==> src/rtl/noc_to_cpu_deflitizer_pkg.sv <==
// Shared NoC/CPU flit types, widths and the flit checksum function.
// Used by both the egress deflitizer and the ingress flitizer.
package types;

  localparam int FLIT_WIDTH     = 128;
  localparam int CPU_WORD_WIDTH = 32;
  localparam int WORDS_PER_FLIT = 4;

  typedef logic [FLIT_WIDTH-1:0] flit_t;

  typedef enum logic {
    ST_IDLE,
    ST_SEND
  } deflit_state_e;

  // XOR of bytes 15..1; byte 0 of a good flit carries this value.
  function automatic logic [7:0] flit_checksum(input flit_t flit);
    logic [7:0] sum;
    sum = 8'h00;
    for (int i = 1; i < FLIT_WIDTH / 8; i++) begin
      sum = sum ^ flit[i*8 +: 8];
    end
    return sum;
  endfunction

endpackage

==> src/rtl/noc_to_cpu_deflitizer_if.sv <==
// Flit-in / word-out handshake bundle between the NoC ejection port,
// the deflitizer and the CPU.
interface noc_to_cpu_deflitizer_if;
  import types::*;

  flit_t       popped_flit;
  logic        popped_flit_valid;
  logic        popped_flit_ready;
  logic [31:0] data_out;
  logic        data_out_vld;
  logic        data_out_rdy;
  logic        data_out_last;

  // Environment side: NoC router pushes flits, CPU consumes words.
  modport master (
    output popped_flit, popped_flit_valid, data_out_rdy,
    input  popped_flit_ready, data_out, data_out_vld, data_out_last
  );

  // Deflitizer side.
  modport slave (
    input  popped_flit, popped_flit_valid, data_out_rdy,
    output popped_flit_ready, data_out, data_out_vld, data_out_last
  );

endinterface

==> src/rtl/noc_to_cpu_deflitizer_checksum.sv <==
// Purely combinational flit checksum checker, shared by ingress and
// egress bridges.
module flit_checksum_check_comb
  import types::*;
(
  input  flit_t flit,
  output logic  is_valid
);

  assign is_valid = (flit[7:0] == flit_checksum(flit));

endmodule

==> src/rtl/noc_to_cpu_deflitizer.sv <==
// NoC-to-CPU egress bridge: checks each ejected flit and serialises good
// flits as four 32-bit words (LSW first); bad flits are counted and dropped.
module noc_to_cpu_deflitizer
  import types::*;
(
  input  logic                          nocclk,
  input  logic                          rst,
  noc_to_cpu_deflitizer_if.slave        bus,
  output logic                          sys_invalid_flit,
  output logic [7:0]                    dropped_flit_count
);

  deflit_state_e state_q, state_d;
  logic [1:0]    idx_q, idx_d;
  flit_t         buf_q, buf_d;
  logic          invalid_q, invalid_d;
  logic [7:0]    count_q, count_d;

  logic          flit_good;
  logic          in_send;
  logic          word_hs;
  logic          last_hs;
  logic          flit_accept;

  flit_checksum_check_comb u_checksum (
    .flit     (bus.popped_flit),
    .is_valid (flit_good)
  );

  assign in_send     = (state_q == ST_SEND);
  assign word_hs     = in_send & bus.data_out_rdy;
  assign last_hs     = word_hs & (idx_q == 2'd3);
  // Ready looks only at state and CPU rdy, never at popped_flit_valid.
  assign bus.popped_flit_ready = ~in_send | last_hs;
  assign flit_accept = bus.popped_flit_ready & bus.popped_flit_valid;

  always_comb begin
    state_d   = state_q;
    idx_d     = idx_q;
    buf_d     = buf_q;
    invalid_d = invalid_q;
    count_d   = count_q;

    case (state_q)
      ST_IDLE: ;
      ST_SEND: begin
        if (word_hs) begin
          idx_d = idx_q + 2'd1;
          if (last_hs) state_d = ST_IDLE;
        end
      end
      default: state_d = ST_IDLE;
    endcase

    // A flit can only be accepted in IDLE or on the last-word edge,
    // so a good one always (re)starts SEND and a bad one leaves us in IDLE.
    if (flit_accept) begin
      if (flit_good) begin
        buf_d   = bus.popped_flit;
        idx_d   = 2'd0;
        state_d = ST_SEND;
      end else begin
        invalid_d = 1'b1;
        if (count_q != 8'hFF) count_d = count_q + 8'd1;
      end
    end
  end

  always_ff @(posedge nocclk) begin
    if (rst) begin
      state_q   <= ST_IDLE;
      idx_q     <= 2'd0;
      buf_q     <= '0;
      invalid_q <= 1'b0;
      count_q   <= 8'h00;
    end else begin
      state_q   <= state_d;
      idx_q     <= idx_d;
      buf_q     <= buf_d;
      invalid_q <= invalid_d;
      count_q   <= count_d;
    end
  end

  assign bus.data_out      = buf_q[{idx_q, 5'd0} +: 32];
  assign bus.data_out_vld  = in_send;
  assign bus.data_out_last = in_send & (idx_q == 2'd3);

  assign sys_invalid_flit   = invalid_q;
  assign dropped_flit_count = count_q;

endmodule

==> src/flat_wrapper.sv <==
// flat-port wrapper written by rule: the top's interface ports become plain ports
module noc_to_cpu_deflitizer_flat import types::*;
  (nocclk, rst, sys_invalid_flit, dropped_flit_count, bus_popped_flit, bus_popped_flit_valid, bus_data_out_rdy, bus_popped_flit_ready, bus_data_out, bus_data_out_vld, bus_data_out_last);
  noc_to_cpu_deflitizer_if bus_i ();
  input  logic nocclk;
  input  logic rst;
  output logic sys_invalid_flit;
  output logic [7:0] dropped_flit_count;
  input wire logic [$bits(bus_i.popped_flit)-1:0] bus_popped_flit;
  input wire logic [$bits(bus_i.popped_flit_valid)-1:0] bus_popped_flit_valid;
  input wire logic [$bits(bus_i.data_out_rdy)-1:0] bus_data_out_rdy;
  output wire logic [$bits(bus_i.popped_flit_ready)-1:0] bus_popped_flit_ready;
  output wire logic [$bits(bus_i.data_out)-1:0] bus_data_out;
  output wire logic [$bits(bus_i.data_out_vld)-1:0] bus_data_out_vld;
  output wire logic [$bits(bus_i.data_out_last)-1:0] bus_data_out_last;
  assign bus_i.popped_flit = bus_popped_flit;
  assign bus_i.popped_flit_valid = bus_popped_flit_valid;
  assign bus_i.data_out_rdy = bus_data_out_rdy;
  assign bus_popped_flit_ready = bus_i.popped_flit_ready;
  assign bus_data_out = bus_i.data_out;
  assign bus_data_out_vld = bus_i.data_out_vld;
  assign bus_data_out_last = bus_i.data_out_last;
  noc_to_cpu_deflitizer u_core (.nocclk(nocclk), .rst(rst), .bus(bus_i), .sys_invalid_flit(sys_invalid_flit), .dropped_flit_count(dropped_flit_count));
endmodule
==> config.mk <==
export PLATFORM = sky130hd
export DESIGN_NAME = noc_to_cpu_deflitizer_flat
export DESIGN_NICKNAME = d
export VERILOG_FILES = /design/src/rtl/noc_to_cpu_deflitizer_pkg.sv /design/src/rtl/noc_to_cpu_deflitizer_if.sv /design/src/rtl/noc_to_cpu_deflitizer_checksum.sv /design/src/rtl/noc_to_cpu_deflitizer.sv /design/src/flat_wrapper.sv
export SDC_FILE = /design/constraint.sdc
export NUM_CORES = 1
export LEC_CHECK = 0
export BUFFER_PORTS_ARGS = -buffer_cell sky130_fd_sc_hd__buf_4
export CELL_PAD_IN_SITES_DETAIL_PLACEMENT = 0
export CELL_PAD_IN_SITES_GLOBAL_PLACEMENT = 1
export CORE_MARGIN = 10
export CORE_UTILIZATION = 37
export DETAILED_ROUTE_END_ITERATION = 10
export MAX_ROUTING_LAYER = met4
export PLACE_DENSITY = 0.79
export SLEW_MARGIN = 20
export SYNTH_ARGS = -nofsm -noshare
export SYNTH_HDL_FRONTEND = slang
export SYNTH_SLANG_ARGS = --single-unit
export TNS_END_PERCENT = 5
==> constraint.sdc <==
create_clock -name nocclk -period 2.05 [get_ports nocclk]
set_input_delay 0.3075 -clock nocclk [delete_from_list [all_inputs] [get_ports nocclk]]
set_output_delay 0.3075 -clock nocclk [all_outputs]
set_load 0.01 [all_outputs]
# Word-level counts from Yosys, hierarchy flattened
# Index checks and enable logic that the tools add are counted.
# op_classes
addsub	2
n_eq_ne	3
n_shift	1
mux	9
bitwise	21
n_reduce_logical	3
# ops
cell	n
indexed part select 128 x 8 -> 32 bit	1
XOR 8 bit	14
adder 8 x 1 -> 8 bit, second input constant	1
equality test 8 bit	1
2-to-1 mux 2 bit	4
!= test 8 bit, second input constant	1
2-to-1 mux 1 bit	5
AND 1 bit	4
AND reduction 2 bit	2
AND reduction 3 bit	1
adder 2 x 1 -> 2 bit, second input constant	1
equality test 2 bit, second input constant	1
NOT 1 bit	2
bitwise OR 1 bit	1
# word_totals
reg_bits	140
output_inout_bits	44
elab_cells	44

# Logic depth before layout (Yosys ltp)
# depth
ltp_word	17
depth_mapped	10
depth_no_buf	8

# By module
# Synthesis repeated with hierarchy kept, for this count alone.
# unflattened
hier_cells	788
hier_area_um2	6826.5
# by_module_without_submodules
mod	n_inst	cells_each	area_each_um2	seq_area_each_um2
noc_to_cpu_deflitizer	1	665	5759.3	2802.7
flit_checksum_check_comb	1	123	1067.3	0.0

# Least setup slack after synthesis
# OpenSTA, ideal clock, no wires.
# synth_timing
path_kind	input to register
from	input port bus_popped_flit[37]
to	register u_core.buf_q[0]
setup_ps	128
t_arrival_ps	1947
path_slack_ps	-24
stages	10
path_buffers	2
cell_sequence	xor2_1 xnor2_1 xnor2_1 xnor2_1 nand4_1 nor3_2 buf_2 buf_4 mux2i_1 nor2_1
# synth_between
elab_chain_cells	14
# synth_lines
item	line	source
start: declaration	flat_wrapper.sv:9	input wire logic [$bits(bus_i.popped_flit)-1:0] bus_popped_flit;
XOR 8 bit (12 in series)	noc_to_cpu_deflitizer_pkg.sv:21	sum = sum ^ flit[i*8 +: 8];
equality test 8 bit	noc_to_cpu_deflitizer_checksum.sv:10	assign is_valid = (flit[7:0] == flit_checksum(flit));
AND reduction 2 bit (no line)	-	
end signal: assignment	noc_to_cpu_deflitizer.sv:79	buf_q <= buf_d;
end: declaration	noc_to_cpu_deflitizer.sv:15	flit_t buf_q, buf_d;
# No other way between the ends.
# A chain may end at the register's enable or synchronous reset.

# Final worst setup path
# layout_timing
from	input port bus_popped_flit[118]
to	register u_core.buf_q[25]
# layout_between
elab_chain_cells	4
# layout_lines
item	line
XOR 8 bit (2 in series)	noc_to_cpu_deflitizer_pkg.sv:21
equality test 8 bit	noc_to_cpu_deflitizer_checksum.sv:10
AND reduction 2 bit (no line)	-
# No other way between the ends.

==> results.py <==
metrics = {
    "outcome": {
        "outcome": "finished, violations left",
        "violations": "setup timing",
    },
    "timing": {
        "maxSlewViolCount": 0,
        "hold_viol_final": 0,
        "fin_crit_sh_pct": 112,
        "fin_crit_ps": 2290,
        "grt_setup_unrepaired": "yes",
        "setup_ws_ps": -239,
        "fmax_mhz": 437,
        "hold_ws_ps": 141,
        "tightestPinTransition_ps": 417,
        "clock_skew_ps": 6.81,
        "setup_viol": 136,
        "relSlewSlack_pct": 72.2,
        "setup_tns_ps": -21370,
    },
    "drt": {
        "wl_um": 19500,
        "drtIter0Drc": 186,
        "drtPass1Iterations": 4,
        "antenna_left": 0,
        "vias": 5501,
        "vias_per_cell": 4.73,
        "wire_per_inst_um": 16.8,
        "drc": 0,
    },
    "logic_synthesis": {
        "synth_top_area_share_pct": 40.7,
        "synthCells": 645,
        "yosysSeqAreaShare_pct": 40.7,
        "yosys_warnings": 0,
        "ys.flop_type": "dfxtp_1",
        "synth_area_per_cell_um2": 10.7,
        "ys_top_cells_by_area": "dfxtp_1 (41%), mux2i_1 (19%), xnor2_1 (13%), mux4_2 (10%), nor2_1 (7.3%)",
        "synth_nets": 779,
        "synth_edf_count": 0,
        "synth_top_cell_by_area": "dfxtp_1",
        "synthDistinctLibCells": 29,
        "synth-seq-cells": 140,
        "async_flop_share_pct": 0,
        "synth_top_cells_by_count": "dfxtp_1 (140), nor2_1 (133), mux2i_1 (130)",
        "yosysMostFrequentCell": "dfxtp_1",
        "syn_area_um2": 6880,
    },
    "floorplanning": {
        "core-area_um2": 18100,
        "die_h_um": 156,
        "dieArea_um2": 24500,
        "num_rows": 49,
        "die_w_um": 156,
        "initial_core_util_pct": 37.9,
        "io_pins": 176,
    },
    "clocking": {
        "htreeDepth": 4,
        "numCtsBuffers": 17,
        "path_clk_slew_ps": 60,
        "cts-root-buf": "clkbuf_16",
        "hold_buffers": 0,
        "clock_sinks": 140,
        "cts_tree": "done",
        "clkLatencyLatePin_ps": 410,
        "clk_path_buf_depth": 2,
    },
    "setup_path": {
        "path_max_fanout": 7,
        "crit_type": "in -> reg",
        "r2r_start": "u_core.idx_q[0]",
        "startpoint_type": "primary input",
        "ff2ff_path_depth": 10,
        "r2r_slack_ps": -10,
        "critical_path_arrival_ps": 2580,
        "worstPathRequired_ps": 2340,
        "worstSetupEndpointType": "flip-flop",
        "r2r-end": "u_core.buf_q[25]",
    },
    "global_route": {
        "grt_start_max_net_pins": 63,
        "grt_pass1_wl_um": 30000,
        "grt_pass1_vias": 5748,
        "grt_antenna_before_repair": 0,
        "grt_overflow_total": 0,
        "grt_usage_pct": 15.8,
    },
    "place": {
        "io_buffers": 175,
        "dpl-instance-area_um2": 9220,
        "gp_congestion": 0.788,
        "dpl.hpwl_um": 13800,
    },
    "pwr": {
        "swShare_pct": 25.7,
        "power_mw": 7.29,
        "peakVddDrop_mv": 0.550,
        "power.internal_mw": 5.42,
        "p_leak_nw": 4.00,
        "comb_power_share_pct": 20.5,
        "p_per_area_nw_per_um2": 700,
        "seqPwrFrac_pct": 38.2,
        "p_sw_mw": 1.87,
        "clkPwrFrac_pct": 41.3,
    },
    "layout": {
        "design_area_um2": 10400,
        "drive_above_1_share_pct": 41.7,
        "multi_input_comb_area_um2": 4070,
        "num-fill-cells": 1619,
        "area_growth_pct": 51.5,
        "post-route-util_pct": 57.4,
        "diodes": 0,
        "ff_latch_area_um2": 2810,
        "nets": 1055,
    },
    "hold_path": {
        "hold_path.startpoint": "bus_popped_flit[76]",
        "min_path_cells": 3,
        "hold-path-endpoint": "u_core.buf_q[76]",
        "hold_path.class": "in -> reg",
    },
    "run": {
        "drv_cap": 0,
    },
}
power groups by stage:
| stage | sequential (mW) | combinational, mW | clock, mW |
|---|---|---|---|
| after detailed placement | 2.85 | 1.39 | 0 |
| after CTS | 2.79 | 1.44 | 3.09 |
| final | 2.79 | 1.50 | 3.01 |
| after global placement | 2.85 | 1.38 | 0 |
| after global routing | 2.79 | 1.60 | 3.21 |
| after floorplan | 2.84 | 0.690 | 0 |
layout by cell type, fill, tap and decap left out, types with 3 or more instances in the layout:
cell type     n
buf_12        7
mux4_2       32
clkbuf_16    22
inv_6         3
xnor2_2      12
nand2_1       5
or3_1         4
buf_4       227
mux2i_1     124
o21ai_0       3
dfxtp_1     138
or4_1         4
clkinvlp_4    4
buf_6        50
a21oi_1       5
xnor2_1      90
mux2i_2       6
nor2_1      133
nand4_1       3
nor3_1        3
nand3_1       5
buf_16        3
xor2_1       13
xor2_2        4
buf_8         4
per-stage QoR:
step | worst slack (ps) | cells
finish | -239 | 1162
global route | -297 | 1162
CTS | -63.5 | 1153
detailed placement | -827 | 1119
global placement | -824 | 1119
floorplan | 6.50 | 645
critical path: stages:
cell and delay, ps:
buf_4 120, xnor2_2 130, xnor2_1 220, xnor2_1 150, xnor2_2 330, nand4_1 160, buf_6 160, nor3_4 200
buf_6 150, clkbuf_16 180, clkbuf_16 170, mux2i_1 200, nor2_1 70
worst max-delay path by stage:
| stage | slack, ps | endpoint | startpoint | cells after the start |
|---|---|---|---|---|
| 3_3_place_gp | -820 | u_core.buf_q[60] | bus_popped_flit[46] | 11 |
| 2_1_floorplan | 6 | bus_data_out[0] | u_core.idx_q[0] | 3 |
| 5_1_grt | -300 | u_core.buf_q[25] | bus_popped_flit[118] | 13 |
| 6_report | -240 | u_core.buf_q[25] | bus_popped_flit[118] | 13 |
| 4_1_cts | -60 | u_core.buf_q[40] | bus_popped_flit[38] | 12 |
| 3_5_place_dp | -830 | u_core.buf_q[117] | bus_popped_flit[38] | 11 |
per-layer routing:
layer,track usage [%],routed length [um],up-vias
li1,-,-,2756
met4,4.67,227,0
met2,25.9,9690,111
met1,19.4,9060,2623
met3,3.29,553,11
met5,-,0,-
area by class of cell:
class | instances | area share (%)
clock buffer | 18 | 4.12
clock inverter | 13 | 1.38
inverter | 2 | 0.0720
multi-input combinational | 464 | 39.1
sequential | 140 | 26.9
tap | 229 | 2.75
timing repair buffer | 296 | 25.7
kinds of logic after synthesis:
| group | after synthesis | share of synthesized area (%) |
|---|---|---|
| AO/OA/AOI/OAI | 11 | 0.964 |
| AND/OR/NAND/NOR | 166 | 10.0 |
| adder cells (fa/ha/maj) | 2 | 0.364 |
| buffers and inverters | 41 | 2.82 |
| multiplexers | 164 | 29.7 |
| XOR/XNOR | 121 | 15.4 |
| flip-flops | 140 | 40.7 |
sequential cells by signal, indices dropped and copies added (netlist names):
signal                     flops
u_core.sys_invalid_flit        1
u_core.idx_q                   2
u_core.buf_q                 128
u_core.dropped_flit_count      8
u_core.bus.data_out_vld        1
what timing repair did:
| action | 4_1_cts | 5_1_grt |
|---|---|---|
| pin swaps | 2 | 28 |
| gates resized for setup | 45 | 44 |
| setup endpoints to repair | 170 | 166 |
| buffers inserted | 1 | 4 |
| gates cloned | 2 | 5 |
No activity file was read; power rests on OpenSTA's default activity.
